<file path="src/rtl/ldst_pkg.sv">
// rtl/ldst_pkg.sv - shared types and stack defaults for the load/store sequencer
package ldst_pkg;

   typedef enum logic [2:0] {
      OP_LOAD  = 3'd0,
      OP_STORE = 3'd1,
      OP_PUSH  = 3'd2,
      OP_POP   = 3'd3,
      OP_SETSP = 3'd4
   } op_t;

   typedef enum logic [1:0] {
      S_IDLE   = 2'd0,
      S_ACCESS = 2'd1,
      S_RESP   = 2'd2
   } state_t;

   localparam logic [7:0] STACK_TOP_DEF   = 8'hFF;
   localparam logic [7:0] STACK_LIMIT_DEF = 8'hE0;

   // Ops that touch dat_mem; anything else skips the address/data update.
   function automatic logic op_uses_mem(input op_t op);
      return (op == OP_LOAD) || (op == OP_STORE) || (op == OP_PUSH) || (op == OP_POP);
   endfunction

endpackage

</file>
<file path="src/rtl/ldst_sp.sv">
// rtl/ldst_sp.sv - hardware stack pointer with full/empty flags
module ldst_sp
   import ldst_pkg::*;
#(
   parameter logic [7:0] STACK_TOP   = STACK_TOP_DEF,
   parameter logic [7:0] STACK_LIMIT = STACK_LIMIT_DEF
) (
   input  logic       clk,
   input  logic       rst_n,
   input  logic       inc,
   input  logic       dec,
   input  logic       load,
   input  logic [7:0] load_val,
   output logic [7:0] sp,
   output logic       full,
   output logic       empty
);

   logic [7:0] sp_q;

   always_ff @(posedge clk or negedge rst_n) begin
      if (!rst_n) begin
         sp_q <= STACK_TOP;
      end else if (load) begin
         sp_q <= load_val;
      end else if (inc) begin
         sp_q <= sp_q + 8'd1;
      end else if (dec) begin
         sp_q <= sp_q - 8'd1;
      end
   end

   // Equality only: SETSP may park sp outside [LIMIT,TOP] on purpose.
   assign sp    = sp_q;
   assign full  = (sp_q == STACK_LIMIT);
   assign empty = (sp_q == STACK_TOP);

endmodule

</file>
<file path="src/rtl/ldst_unit.sv">
// rtl/ldst_unit.sv - single-outstanding load/store/stack sequencer in front of dat_mem
module ldst_unit
   import ldst_pkg::*;
#(
   parameter logic [7:0] STACK_TOP   = STACK_TOP_DEF,
   parameter logic [7:0] STACK_LIMIT = STACK_LIMIT_DEF
) (
   input  logic        clk,
   input  logic        rst_n,
   input  logic        req_valid,
   output logic        req_ready,
   input  op_t         req_op,
   input  logic [7:0]  req_addr,
   input  logic [7:0]  req_data,
   input  logic [11:0] req_pc,
   output logic        rsp_valid,
   input  logic        rsp_ready,
   output logic [7:0]  rsp_data,
   output logic        rsp_err,
   output logic [7:0]  sp,
   output logic [7:0]  mem_addr,
   output logic [7:0]  mem_dat_in,
   output logic        mem_wr_en,
   output logic [11:0] mem_prog_ctr,
   input  logic [7:0]  mem_dat_out
);

   state_t     state, state_nxt;
   op_t        op_q;
   logic [7:0] addr_q;
   logic       accept;
   logic       in_access;
   logic       sp_full, sp_empty;
   logic       sp_inc, sp_dec, sp_load;

   assign accept    = req_valid && req_ready;
   assign in_access = (state == S_ACCESS);

   always_ff @(posedge clk or negedge rst_n) begin
      if (!rst_n) begin
         state <= S_IDLE;
      end else begin
         state <= state_nxt;
      end
   end

   always_comb begin
      state_nxt = state;
      case (state)
         S_IDLE:   if (accept) state_nxt = S_ACCESS;
         S_ACCESS: state_nxt = S_RESP;
         S_RESP:   if (rsp_ready) state_nxt = S_IDLE;
         default:  state_nxt = S_IDLE;
      endcase
   end

   // Write strobe comes straight off the state register so reset kills it at once.
   always_comb begin
      req_ready = (state == S_IDLE);
      rsp_valid = (state == S_RESP);
      mem_wr_en = 1'b0;
      if (in_access) begin
         case (op_q)
            OP_STORE: mem_wr_en = 1'b1;
            OP_PUSH:  mem_wr_en = !sp_full;
            default:  mem_wr_en = 1'b0;
         endcase
      end
   end

   // Memory-side registers are loaded at accept, so they are stable for all of ACCESS
   // and simply hold afterwards.
   always_ff @(posedge clk or negedge rst_n) begin
      if (!rst_n) begin
         op_q         <= OP_LOAD;
         addr_q       <= 8'h00;
         mem_addr     <= 8'h00;
         mem_dat_in   <= 8'h00;
         mem_prog_ctr <= 12'h000;
      end else if (accept) begin
         op_q         <= req_op;
         addr_q       <= req_addr;
         mem_prog_ctr <= req_pc;
         if (op_uses_mem(req_op)) begin
            case (req_op)
               OP_PUSH: mem_addr <= sp;
               OP_POP:  mem_addr <= sp + 8'd1;
               default: mem_addr <= req_addr;
            endcase
         end
         if ((req_op == OP_STORE) || (req_op == OP_PUSH)) begin
            mem_dat_in <= req_data;
         end
      end
   end

   always_ff @(posedge clk or negedge rst_n) begin
      if (!rst_n) begin
         rsp_data <= 8'h00;
         rsp_err  <= 1'b0;
      end else if (in_access) begin
         case (op_q)
            OP_LOAD: begin
               rsp_data <= mem_dat_out;
               rsp_err  <= 1'b0;
            end
            OP_STORE: begin
               rsp_data <= mem_dat_in;
               rsp_err  <= 1'b0;
            end
            OP_PUSH: begin
               rsp_data <= mem_dat_in;
               rsp_err  <= sp_full;
            end
            OP_POP: begin
               rsp_data <= sp_empty ? 8'h00 : mem_dat_out;
               rsp_err  <= sp_empty;
            end
            OP_SETSP: begin
               rsp_data <= addr_q;
               rsp_err  <= 1'b0;
            end
            default: begin
               rsp_data <= 8'h00;
               rsp_err  <= 1'b1;
            end
         endcase
      end
   end

   assign sp_dec  = in_access && (op_q == OP_PUSH) && !sp_full;
   assign sp_inc  = in_access && (op_q == OP_POP) && !sp_empty;
   assign sp_load = in_access && (op_q == OP_SETSP);

   ldst_sp #(
      .STACK_TOP   (STACK_TOP),
      .STACK_LIMIT (STACK_LIMIT)
   ) u_sp (
      .clk      (clk),
      .rst_n    (rst_n),
      .inc      (sp_inc),
      .dec      (sp_dec),
      .load     (sp_load),
      .load_val (addr_q),
      .sp       (sp),
      .full     (sp_full),
      .empty    (sp_empty)
   );

endmodule

</file>
<file path="config.mk">
export PLATFORM = sky130hd
export DESIGN_NAME = ldst_unit
export DESIGN_NICKNAME = d
export VERILOG_FILES = /design/src/rtl/ldst_pkg.sv /design/src/rtl/ldst_sp.sv /design/src/rtl/ldst_unit.sv
export SDC_FILE = /design/constraint.sdc
export NUM_CORES = 1
export LEC_CHECK = 0
export BUFFER_PORTS_ARGS = -buffer_cell sky130_fd_sc_hd__buf_2
export CORE_ASPECT_RATIO = 0.7
export CORE_UTILIZATION = 30
export DETAILED_ROUTE_END_ITERATION = 10
export PLACE_DENSITY = 0.48
export SLEW_MARGIN = 20
export SYNTH_ARGS = -nofsm -noshare
export SYNTH_HDL_FRONTEND = slang
export SYNTH_HIERARCHICAL = 1
export SYNTH_SLANG_ARGS = --single-unit
</file>
<file path="constraint.sdc">
create_clock -name clk -period 3.7 [get_ports clk]
set_input_delay 0.37 -clock clk [delete_from_list [all_inputs] [get_ports clk]]
set_output_delay 0.37 -clock clk [all_outputs]
set_load 0.01 [all_outputs]
</file>
==> results.sh <==
export IMPL_drtIter0Drc=143
export IMPL_clock_root_buffer="clkbuf_16"
export IMPL_first_global_vias=2427
export IMPL_drv_cap=0
export IMPL_worst_slew_pin_slew_ns=0.856
export IMPL_hpwl_um=6250
export IMPL_cts_made_buffers=9
export IMPL_p_int_mw=2.24
export IMPL_synth_largest_area_cell="dfrtp_1"
export IMPL_synth_seq_area_share_pct=47.8
export IMPL_p_sw_share_pct=38.1
export IMPL_portBuffers=90
export IMPL_clock_latency_ns=0.33
export IMPL_synthTopCellsByCount="dfrtp_1, mux2_2, nand2_1"
export IMPL_fp_dieH_um=86.5
export IMPL_max_freq_mhz=311
export IMPL_critical_path_max_fanout=12
export IMPL_overflow=0
export IMPL_ys_flop_type="dfrtp_1"
export IMPL_grt_max_degree=38
export IMPL_first_pass_iters=5
export IMPL_drive_gt1_share_pct=42.2
export IMPL_syn_area_um2=3060
export IMPL_end_kind="flop"
export IMPL_fin_skew_ns=0.00369
export IMPL_yosys_warnings=6
export IMPL_power_leakage_nw=1.84
export IMPL_initial_core_util_pct=31.2
export IMPL_finalPower_mw=3.62
export IMPL_wl_per_cell_um=16.3
export IMPL_fp_dieArea_um2=10600
export IMPL_powerDensity_nw_per_um2=910
export IMPL_reg2reg_setup_slack_ns=0.48
export IMPL_synthCells=277
export IMPL_slew_limit_headroom_pct=42.9
export IMPL_dr_wl_met3_um=612
export IMPL_worst_ir_drop_vdd_mv=0.408
export IMPL_async_flop_share_pct=100
export IMPL_grt_usage_pct=16.7
export IMPL_cts_tree="yes"
export IMPL_core_area_um2=9800
export IMPL_status="finished clean"
export IMPL_min_period_ns=3.22
export IMPL_antenna_found_initial=0
export IMPL_yosysMostFrequentCell="dfrtp_1"
export IMPL_syn_nets=328
export IMPL_wl_met2_um=3240
export IMPL_rows=30
export IMPL_synth_seq_cells=58
export IMPL_setup_violations=0
export IMPL_drcViolationCount=0
export IMPL_yosysUniqueCellTypes=51
export IMPL_ys_top_cells_by_area="dfrtp_1, mux2_2, dfstp_2, mux2_1, ha_1"
export IMPL_grt_first_pass_wirelength_um=13100
export IMPL_ant_nets=0
export IMPL_synthToLayoutAreaGrowth_pct=30.2
export IMPL_rsz0062_at_grt="false"
export IMPL_synth_edf_count=0
export IMPL_synth_top_area_share_pct=40.9
export IMPL_clkPwrFrac_pct=23.2
export IMPL_wl_met1_um=4300
export IMPL_cts_resized=0
export IMPL_drv_slew=0
export IMPL_hold_buffers=0
export IMPL_antenna_diode_count=0
export IMPL_syn_area_per_cell_um2=11.0
export IMPL_arrival_ns=3.46
export IMPL_clk_pin_slew_ns=0.05
export IMPL_power_frac_comb_pct=41.0
export IMPL_hold_ws_ns=0.150
export IMPL_start_kind="flop"
export IMPL_post_cts_setup_buffer_count=0
export IMPL_die_x_um=123
export IMPL_via_per_inst=4.95
export IMPL_clock_sinks=58
export IMPL_final_util_pct=40.7
export IMPL_switchingPower_mw=1.38
export IMPL_fin_tns_setup_ns=0
export IMPL_num_io_pins=91
export IMPL_dr_max_layer_used="met4"
export IMPL_critical_path_class="flop to flop"
export IMPL_layout_nets=425
export IMPL_cp_required_ns=3.94
export IMPL_vias=2509
export IMPL_hold_class="input pin to async pin"
export IMPL_cts_max_path_buffers=2
export IMPL_h_tree_depth=3
export IMPL_sequentialPowerShare_pct=35.8
export IMPL_final_hold_viol_count=0
export IMPL_finalCritPeriodShare_pct=86.9
export IMPL_gp_congestion=0.819
export IMPL_wl_um=8250
## power groups by stage
stage | Combinational [mW] | Sequential, mW | Clock, mW
after floorplan | 0.901 | 1.33 | 0
after global routing | 1.66 | 1.35 | 0.890
after global placement | 1.49 | 1.30 | 0
final | 1.49 | 1.30 | 0.839
after detailed placement | 1.50 | 1.30 | 0
after CTS | 1.51 | 1.30 | 0.862
## placed cells by master (no fill, tap or decap), types with 3 or more instances in the layout
cell type   Yosys  final
a21oi_1        13     13
a221o_1         8      8
a221oi_1        5      5
a22o_1          8      8
and3_1          8      8
buf_2           2     90
buf_4           0      7
clkbuf_16       0      9
clkinvlp_4      0      3
dfrtp_1        50     50
dfstp_2         8      8
ha_1            7      7
inv_1           6      6
mux2_1          8      8
mux2_2         26     26
mux2i_1         4      4
nand2_1        18     18
nand2b_1        6      6
nand3_1         6      6
nor2_1         15     15
nor3_1          9      9
o21ai_0        16     16
xnor2_1         6      6
xor2_1          3      3
## stage by stage
stage / instance area (µm²) / setup slack (ns) / instances
4_1_cts: 3980 / 0.506 / 507
3_5_place_dp: 3680 / 0.525 / 491
5_1_grt: 3980 / 0.237 / 507
2_1_floorplan: 3060 / 0.535 / 277
3_3_place_gp: 3680 / 0.637 / 491
6_report: 3980 / 0.484 / 507
## worst paths after layout
check	start	cells after the start	to
max in group asynchronous	rst_n	2	u_sp/sp[4]
worst min-delay path	rst_n	1	mem_dat_in[7]
worst max-delay path	u_sp/sp[0]	11	u_sp/sp[7]
worst max register to register	u_sp/sp[0]	11	u_sp/sp[7]
min in group clk	rsp_ready	2	state[1]
worst min register to register	rsp_err	2	rsp_err
## registers in the layout (all words and copies together) (netlist names)
name	count
rsp_err	1
mem_dat_in	8
addr_q	8
u_sp/sp	8
mem_addr	8
mem_prog_ctr	12
state	2
op_q	3
rsp_data	8
## worst max-delay path, stage by stage (launching register included)
cell	delay [ns]
dfstp_2	0.68
nand2_1	0.08
nor3_1	0.30
nand3b_1	0.19
nor3_1	0.08
inv_1	0.21
ha_1	0.33
o21ai_0	0.26
nor3_1	0.12
or4_4	0.50
and4_4	0.20
o31ai_2	0.18
## final cells by class
type / instances / area [µm²]
clock inverters: 6 / 66.3
multi-input cells: 201 / 1530
flip-flops and latches: 58 / 1460
repair buffers: 97 / 503
clock buffers: 10 / 239
inverters: 7 / 26.3
fillers: 957 / 5810
well taps: 128 / 160
## cell families (layout without fill, tap and decap cells)
| logic type | Yosys count | after routing | share of synthesized area [%] |
|---|---|---|---|
| AOI/OAI and AO/OA | 67 | 67 | 16.1 |
| muxes | 38 | 38 | 13.8 |
| buffers and inverters | 18 | 120 | 2.29 |
| DFF | 58 | 58 | 47.8 |
| xor gates and xnor gates | 9 | 9 | 2.58 |
| adders and majority gates | 8 | 8 | 3.52 |
| and+or+nand+nor | 79 | 79 | 13.9 |
## metal layers
| layer | vias to the layer above | GRT usage, % |
|---|---|---|
| met4 | 0 | 5.32 |
| met2 | 73 | 23.6 |
| met5 | - | 0 |
| li1 | 1225 | - |
| met3 | 11 | 5.20 |
| met1 | 1200 | 24.1 |
Note: power is estimated with default switching activity, not from simulation.
